==> config.mk <==
export PLATFORM = sky130hd
export DESIGN_NAME = sky_alu_ctrl_flat
export DESIGN_NICKNAME = d
export VERILOG_FILES = /design/src/rtl/sky_xu_pkg.sv /design/src/rtl/sky_alu_ctrl_if.sv /design/src/rtl/sky_alu.sv /design/src/rtl/sky_rr_arb.sv /design/src/rtl/sky_alu_ctrl.sv /design/src/flat_wrapper.sv
export SDC_FILE = /design/constraint.sdc
export NUM_CORES = 2
export LEC_CHECK = 0
export CAP_MARGIN = 0
export CORE_ASPECT_RATIO = 0.6
export CORE_MARGIN = 2
export CORE_UTILIZATION = 32
export CTS_CLUSTER_DIAMETER = 30
export DETAILED_ROUTE_END_ITERATION = 6
export SETUP_SLACK_MARGIN = 0.15
export SLEW_MARGIN = 20
export SYNTH_ARGS = -nofsm -noshare
export SYNTH_HDL_FRONTEND = slang
export SYNTH_HIERARCHICAL = 1
export SYNTH_SLANG_ARGS = --single-unit
==> constraint.sdc <==
create_clock -name clk -period 11.4 [get_ports clk]
set_input_delay 2.28 -clock clk [delete_from_list [all_inputs] [get_ports clk]]
set_output_delay 2.28 -clock clk [all_outputs]
set_load 0.02 [all_outputs]
==> src/rtl/sky_xu_pkg.sv <==
`default_nettype none
// ------------------------------------------------------------------
// sky_xu_pkg : opcodes and controller FSM states shared by the ALU
//              and sky_alu_ctrl                               rev 1.0
// ------------------------------------------------------------------
package sky_xu_pkg;

  typedef enum logic [3:0] {
    OP_ADD  = 4'h0,
    OP_SUB  = 4'h1,
    OP_AND  = 4'h2,
    OP_OR   = 4'h3,
    OP_XOR  = 4'h4,
    OP_SLL  = 4'h5,
    OP_SRL  = 4'h6,
    OP_SRA  = 4'h7,
    OP_SLT  = 4'h8,
    OP_SLTU = 4'h9,
    OP_MUL  = 4'hA
  } alu_op_e;

  localparam logic [3:0] OP_MAX = 4'hA;

  typedef enum logic [1:0] {
    ST_IDLE = 2'd0,
    ST_EXEC = 2'd1,
    ST_RESP = 2'd2
  } alu_ctrl_state_t;

  function automatic logic op_illegal(input logic [3:0] op);
    return op > OP_MAX;
  endfunction

endpackage
`default_nettype wire

==> src/rtl/sky_alu_ctrl_if.sv <==
`default_nettype none
// ------------------------------------------------------------------
// sky_alu_ctrl_if : request/response handshake bundle       rev 1.0
// ------------------------------------------------------------------
interface sky_alu_ctrl_if #(
  parameter int NUM_REQ = 4,
  parameter int TAG_W   = 4
);
  localparam int ID_W = $clog2(NUM_REQ);

  logic [NUM_REQ-1:0]       req_valid;
  logic [NUM_REQ-1:0]       req_ready;
  logic [NUM_REQ*32-1:0]    req_a;
  logic [NUM_REQ*32-1:0]    req_b;
  logic [NUM_REQ*4-1:0]     req_op;
  logic [NUM_REQ*TAG_W-1:0] req_tag;
  logic                     resp_valid;
  logic                     resp_ready;
  logic [ID_W-1:0]          resp_id;
  logic [TAG_W-1:0]         resp_tag;
  logic [31:0]              resp_result;
  logic                     resp_zero;
  logic                     resp_ovf;
  logic                     resp_illegal;

  modport master (
    output req_valid, req_a, req_b, req_op, req_tag, resp_ready,
    input  req_ready, resp_valid, resp_id, resp_tag, resp_result,
           resp_zero, resp_ovf, resp_illegal
  );

  modport slave (
    input  req_valid, req_a, req_b, req_op, req_tag, resp_ready,
    output req_ready, resp_valid, resp_id, resp_tag, resp_result,
           resp_zero, resp_ovf, resp_illegal
  );
endinterface
`default_nettype wire

==> src/rtl/sky_alu.sv <==
`default_nettype none
// ------------------------------------------------------------------
// sky_alu : 32-bit ALU, registered result/zero, combinational overflow
//                                                             rev 1.0
// ------------------------------------------------------------------
module sky_alu
  import sky_xu_pkg::*;
(
  input  logic        clk,
  input  logic        reset,
  input  logic [31:0] a,
  input  logic [31:0] b,
  input  logic [3:0]  op,
  output logic [31:0] result,
  output logic        zero_flag,
  output logic        overflow
);
  logic [31:0] res_c;

  always_comb begin
    res_c    = '0;
    overflow = 1'b0;
    case (op)
      OP_ADD: begin
        res_c    = a + b;
        overflow = (a[31] == b[31]) && (res_c[31] != a[31]);
      end
      OP_SUB: begin
        res_c    = a - b;
        overflow = (a[31] != b[31]) && (res_c[31] != a[31]);
      end
      OP_AND:  res_c = a & b;
      OP_OR:   res_c = a | b;
      OP_XOR:  res_c = a ^ b;
      OP_SLL:  res_c = a << b[4:0];
      OP_SRL:  res_c = a >> b[4:0];
      OP_SRA:  res_c = $signed(a) >>> b[4:0];
      OP_SLT:  res_c = {31'b0, $signed(a) < $signed(b)};
      OP_SLTU: res_c = {31'b0, a < b};
      OP_MUL:  res_c = a * b;
      default: res_c = '0;
    endcase
  end

  always_ff @(posedge clk) begin
    if (reset) begin
      result    <= '0;
      zero_flag <= 1'b0;
    end else begin
      result    <= res_c;
      zero_flag <= (res_c == 32'd0);
    end
  end

endmodule
`default_nettype wire

==> src/rtl/sky_rr_arb.sv <==
`default_nettype none
// ------------------------------------------------------------------
// sky_rr_arb : combinational round-robin pick starting at ptr  rev 1.0
// ------------------------------------------------------------------
module sky_rr_arb #(
  parameter int N = 4
) (
  input  logic [N-1:0]         req,
  input  logic [$clog2(N)-1:0] ptr,
  output logic [N-1:0]         gnt,
  output logic                 any
);
  localparam int IW = $clog2(N);

  logic [IW-1:0] sel;

  // Scan from the farthest offset down so the nearest requester wins last.
  always_comb begin
    int idx;
    idx = 0;
    sel = '0;
    gnt = '0;
    for (int off = N - 1; off >= 0; off--) begin
      idx = int'(ptr) + off;
      if (idx >= N) idx = idx - N;
      sel = IW'(idx);
      if (req[sel]) gnt = N'(1) << sel;
    end
  end

  assign any = |req;

endmodule
`default_nettype wire

==> src/rtl/sky_alu_ctrl.sv <==
`default_nettype none
// ------------------------------------------------------------------
// sky_alu_ctrl : round-robin shared-ALU controller; SKY_ALU_CTRL_PERF_EN
//                adds perf_ops/perf_stall counters              rev 1.0
// ------------------------------------------------------------------
module sky_alu_ctrl
  import sky_xu_pkg::*;
#(
  parameter int NUM_REQ = 4,
  parameter int TAG_W   = 4
) (
  input  logic          clk,
  input  logic          reset,
  sky_alu_ctrl_if.slave bus
`ifdef SKY_ALU_CTRL_PERF_EN
  ,
  output logic [31:0]   perf_ops,
  output logic [31:0]   perf_stall
`endif
);
  localparam int ID_W = $clog2(NUM_REQ);

  alu_ctrl_state_t  state;
  logic [ID_W-1:0]  rr_ptr;
  logic [31:0]      a_q, b_q;
  logic [3:0]       op_q;
  logic [TAG_W-1:0] tag_q;
  logic [ID_W-1:0]  id_q;
  logic             ovf_q;

  logic [NUM_REQ-1:0] gnt;
  logic               any;
  logic [ID_W-1:0]    gnt_idx;
  logic [31:0]        sel_a, sel_b;
  logic [3:0]         sel_op;
  logic [TAG_W-1:0]   sel_tag;
  logic [31:0]        alu_result;
  logic               alu_zero, alu_ovf;

  sky_rr_arb #(.N(NUM_REQ)) u_arb (
    .req (bus.req_valid),
    .ptr (rr_ptr),
    .gnt (gnt),
    .any (any)
  );

  always_comb begin
    gnt_idx = '0;
    sel_a   = '0;
    sel_b   = '0;
    sel_op  = '0;
    sel_tag = '0;
    for (int i = 0; i < NUM_REQ; i++) begin
      if (gnt[i]) begin
        gnt_idx = ID_W'(i);
        sel_a   = bus.req_a[i*32 +: 32];
        sel_b   = bus.req_b[i*32 +: 32];
        sel_op  = bus.req_op[i*4 +: 4];
        sel_tag = bus.req_tag[i*TAG_W +: TAG_W];
      end
    end
  end

  sky_alu u_alu (
    .clk       (clk),
    .reset     (reset),
    .a         (a_q),
    .b         (b_q),
    .op        (op_q),
    .result    (alu_result),
    .zero_flag (alu_zero),
    .overflow  (alu_ovf)
  );

  always_ff @(posedge clk) begin
    if (reset) begin
      state  <= ST_IDLE;
      rr_ptr <= '0;
      a_q    <= '0;
      b_q    <= '0;
      op_q   <= '0;
      tag_q  <= '0;
      id_q   <= '0;
      ovf_q  <= 1'b0;
    end else begin
      case (state)
        ST_IDLE: begin
          if (any) begin
            a_q    <= sel_a;
            b_q    <= sel_b;
            op_q   <= sel_op;
            tag_q  <= sel_tag;
            id_q   <= gnt_idx;
            rr_ptr <= (gnt_idx == ID_W'(NUM_REQ - 1)) ? '0 : gnt_idx + 1'b1;
            state  <= ST_EXEC;
          end
        end
        ST_EXEC: begin
          // Overflow is combinational in the ALU, so it is caught while
          // the operands are first presented.
          ovf_q <= alu_ovf;
          state <= ST_RESP;
        end
        ST_RESP: begin
          if (bus.resp_ready) state <= ST_IDLE;
        end
        default: state <= ST_IDLE;
      endcase
    end
  end

  assign bus.req_ready    = (state == ST_IDLE && !reset) ? gnt : '0;
  assign bus.resp_valid   = (state == ST_RESP) && !reset;
  assign bus.resp_id      = id_q;
  assign bus.resp_tag     = tag_q;
  assign bus.resp_result  = alu_result;
  assign bus.resp_zero    = alu_zero;
  assign bus.resp_ovf     = ovf_q;
  assign bus.resp_illegal = op_illegal(op_q);

`ifdef SKY_ALU_CTRL_PERF_EN
  always_ff @(posedge clk) begin
    if (reset) begin
      perf_ops   <= '0;
      perf_stall <= '0;
    end else begin
      if (bus.resp_valid && bus.resp_ready)  perf_ops   <= perf_ops + 32'd1;
      if (bus.resp_valid && !bus.resp_ready) perf_stall <= perf_stall + 32'd1;
    end
  end
`endif

endmodule
`default_nettype wire
==> src/flat_wrapper.sv <==
// flat-port wrapper written by rule: the top's interface ports become plain ports
module sky_alu_ctrl_flat import sky_xu_pkg::*;
#(
  parameter int NUM_REQ = 4,
  parameter int TAG_W   = 4
)
  (clk, reset, bus_req_valid, bus_req_a, bus_req_b, bus_req_op, bus_req_tag, bus_resp_ready, bus_req_ready, bus_resp_valid, bus_resp_id, bus_resp_tag, bus_resp_result, bus_resp_zero, bus_resp_ovf, bus_resp_illegal);
  sky_alu_ctrl_if #(.NUM_REQ(NUM_REQ), .TAG_W(TAG_W)) bus_i ();
  input  logic clk;
  input  logic reset;
  input wire logic [$bits(bus_i.req_valid)-1:0] bus_req_valid;
  input wire logic [$bits(bus_i.req_a)-1:0] bus_req_a;
  input wire logic [$bits(bus_i.req_b)-1:0] bus_req_b;
  input wire logic [$bits(bus_i.req_op)-1:0] bus_req_op;
  input wire logic [$bits(bus_i.req_tag)-1:0] bus_req_tag;
  input wire logic [$bits(bus_i.resp_ready)-1:0] bus_resp_ready;
  output wire logic [$bits(bus_i.req_ready)-1:0] bus_req_ready;
  output wire logic [$bits(bus_i.resp_valid)-1:0] bus_resp_valid;
  output wire logic [$bits(bus_i.resp_id)-1:0] bus_resp_id;
  output wire logic [$bits(bus_i.resp_tag)-1:0] bus_resp_tag;
  output wire logic [$bits(bus_i.resp_result)-1:0] bus_resp_result;
  output wire logic [$bits(bus_i.resp_zero)-1:0] bus_resp_zero;
  output wire logic [$bits(bus_i.resp_ovf)-1:0] bus_resp_ovf;
  output wire logic [$bits(bus_i.resp_illegal)-1:0] bus_resp_illegal;
  assign bus_i.req_valid = bus_req_valid;
  assign bus_i.req_a = bus_req_a;
  assign bus_i.req_b = bus_req_b;
  assign bus_i.req_op = bus_req_op;
  assign bus_i.req_tag = bus_req_tag;
  assign bus_i.resp_ready = bus_resp_ready;
  assign bus_req_ready = bus_i.req_ready;
  assign bus_resp_valid = bus_i.resp_valid;
  assign bus_resp_id = bus_i.resp_id;
  assign bus_resp_tag = bus_i.resp_tag;
  assign bus_resp_result = bus_i.resp_result;
  assign bus_resp_zero = bus_i.resp_zero;
  assign bus_resp_ovf = bus_i.resp_ovf;
  assign bus_resp_illegal = bus_i.resp_illegal;
  sky_alu_ctrl #(.NUM_REQ(NUM_REQ), .TAG_W(TAG_W)) u_core (.clk(clk), .reset(reset), .bus(bus_i));
endmodule
==> flow_metrics.env <==
export IMPL_grt_usage_pct=33.29
export IMPL_r2r_slack_ps=1980
export IMPL_port_buffers=340
export IMPL_cts_setup_buffers=0
export IMPL_start_kind="flop"
export IMPL_synth_area_leaders="fa_1 (27%), ha_1 (9.3%), dfxtp_1 (7.3%), nor2_1 (6.6%), inv_1 (5.7%)"
export IMPL_die_h_um=243.9
export IMPL_ios=341
export IMPL_fin_tns_setup_ps=0
export IMPL_routed_wirelength_mm=166.6
export IMPL_drc=1
export IMPL_drive_gt1_share_pct=5.925
export IMPL_slew_violations=0
export IMPL_grt_max_degree=93
export IMPL_hold_class="flop to flop"
export IMPL_antenna_found_initial=12
export IMPL_syn_cell_area_sq_um=30690
export IMPL_finalSetupViolCount=0
export IMPL_required_ps=11770
export IMPL_crit_top_cell="fa_1"
export IMPL_finalCriticalPeriod_ps=9424
export IMPL_synth_async_reset_ratio_pct=0
export IMPL_critPathLaunch="u_core/b_q[7]"
export IMPL_ctsHoldBuffers=0
export IMPL_cpPeakStageDelay_ps=730
export IMPL_grt_pass1_wl_mm=236.3
export IMPL_fmax_mhz=106.1
export IMPL_start_util_pct=32.48
export IMPL_design_die_area_sq_um=98480
export IMPL_skew_ps=18.68
export IMPL_postSynthAreaPerCell_sq_um=7.867
export IMPL_syn_inst=3901
export IMPL_critPathMaxFanout=19
export IMPL_synth_top_area_cell="fa_1"
export IMPL_postCtsResizedCells=0
export IMPL_ys_warn_count=6
export IMPL_grt_pass1_vias=31490
export IMPL_routed_via_density=6.093
export IMPL_clk_latency_ps=430
export IMPL_seq_area_sq_um=2252
export IMPL_period_share_pct=82.66
export IMPL_rr_startpoint="u_core/b_q[7]"
export IMPL_cts_sinks=112
export IMPL_core_region_area_sq_um=94490
export IMPL_clockBufferDepth=2
export IMPL_status="finished with violations"
export IMPL_slew_limit_headroom_pct=16.95
export IMPL_synth_ff_type="dfxtp_1"
export IMPL_dr_pass1_iters=7
export IMPL_synthMuxAreaShare_pct=4.595
export IMPL_drv_cap=0
export IMPL_multiInputGateArea_sq_um=25560
export IMPL_synthSimpleGateAreaFrac_pct=19.30
export IMPL_synth_top_family_by_area="adder cells"
export IMPL_final_hold_violation_count=0
export IMPL_crit_arrival_ps=9790
export IMPL_crit_path_end_kind="flop"
export IMPL_synth_xor_area_share_pct=3.111
export IMPL_synth_fp_nets=4834
export IMPL_yosys_area_share_adder_pct=36.04
export IMPL_area_growth_pct=16.86
export IMPL_worst_pin_slew_ps=1236
export IMPL_place_gp_congestion=1.120
export IMPL_rr_worst_depth=25
export IMPL_yosysMostFrequentCell="nor2_1"
export IMPL_violations="design-rule violations"
export IMPL_hp_start="u_core/bus.resp_id[0]"
export IMPL_antenna_left=0
export IMPL_overflow=0
export IMPL_chipWidth_um=403.8
export IMPL_rr_endpoint="u_core/u_alu/result[31]"
export IMPL_tritoncts="yes"
export IMPL_synth_common_cells="nor2_1 (543), inv_1 (468), nand2_1 (423), fa_1 (410), ha_1 (228)"
export IMPL_synth_compound_area_share_pct=19.88
export IMPL_critPathKind="flop to flop"
export IMPL_nFillCells=9793
export IMPL_numCtsBuffers=9
export IMPL_ys_seq_elements=112
export IMPL_cts_root_buf="clkbuf_16"
export IMPL_hold_end="u_core/bus.resp_id[0]"
export IMPL_place_hpwl_mm=132.3
export IMPL_htree_levels=3
export IMPL_ys_types=100
export IMPL_drtIter0Drc=4592
export IMPL_min_path_cells=2
export IMPL_clk_pin_slew_ps=100
export IMPL_ys_seq_area_share_pct=7.306
export IMPL_nets=5029
export IMPL_wl_per_cell_um=31.13
export IMPL_rsz0062_at_grt="no"
export IMPL_synth_edff_count=0
export IMPL_yosysTopAreaCellShare_pct=26.74
export IMPL_slowest_stage="dfxtp_1"
export IMPL_vias=32610
export IMPL_num_rows=87
## worst max-delay path, delay by kind of cell, from the launching register on
family          cells  cell delay, ps
xor+xnor            1             560
simple gates        4             730
buf+inv             4             820
fa+ha+maj           9            4370
flops               1             730
compound gates      7            2130
## kinds of logic after synthesis
logic type,count (synthesis)
AO/OA/AOI/OAI,850
adder cells (fa/ha/maj),638
multiplexers,109
flip-flops,112
buffers and inverters,765
XOR/XNOR,109
AND/OR/NAND/NOR,1318
## cell type report
class                           instances  share of cell area, %
Clock buffer                           10                 0.6663
Antenna cell                            4                0.02791
Timing Repair Buffer                  462                  12.03
Clock inverter                          6                 0.2756
Multi-Input combinational cell       3024                  71.28
Sequential cell                       112                  6.280
Tap cell                             1246                  4.347
Inverter                              487                  5.097
## placed cells by master (no fill, tap or decap), types with 22 or more instances in the layout
cell type,count
inv_1,466
a211oi_1,100
fa_1,410
nand4_1,22
a31oi_1,23
ha_1,228
o22ai_1,45
a21o_1,87
buf_4,122
nor2_1,543
mux2i_1,61
clkdlybuf4s50_1,339
nand3_1,43
a221oi_1,106
a21oi_1,131
a22oi_1,28
nor3_1,38
nand2_1,423
o21ai_0,92
xnor2_1,88
dfxtp_1,106
nand3b_1,79
nor2b_1,32
o211ai_1,29
nand2b_1,33
## through the flow
stage,util [%],std cells,hold WS [ps],setup slack [ps],cell area [sq um]
after CTS,37.93,5346,502.7,2462,35840
after detailed placement,37.57,5330,488.1,2520,35500
after floorplan,-,3901,485.1,3387,30690
after global routing,37.95,5348,529.9,1851,35860
after global placement,37.56,5330,483.7,2394,35490
final,37.96,5351,502.2,1976,35860
## worst max path at each step
| stage | to | slack (ps) | depth (start not counted) |
|---|---|---|---|
| final | u_core/u_alu/result[31] | 1980 | 25 |
| after global routing | u_core/u_alu/result[31] | 1850 | 25 |
| after CTS | u_core/u_alu/result[31] | 2460 | 25 |
| after detailed placement | u_core/u_alu/result[31] | 2520 | 25 |
| after global placement | u_core/u_alu/result[31] | 2390 | 25 |
| after floorplan | u_core/u_alu/zero_flag | 3390 | 31 |
## sequential cells by signal, summed over array words and instances, names as in the netlist
name and cells:
u_core/rr_ptr 2, u_core/state 2, u_core/u_alu/result 32, u_core/bus.resp_ovf 1, u_core/op_q 4, u_core/a_q 32, u_core/u_alu/zero_flag 1, u_core/bus.resp_tag 4
u_core/bus.resp_id 2, u_core/b_q 32
## layer usage
metal | vias to the layer above | share of wire, % | global-route usage, %
met2 | 2282 | 37 | 41.93
li1 | 13600 | - | -
met1 | 16380 | 44 | 48.24
met3 | 332 | 17 | 17.22
met4 | 14 | 2.9 | 8.593
met5 | - | 0.12 | 1.023
Power is not shown: default switching activity piles up to over one toggle a cycle in this logic, so the estimate is an artifact.
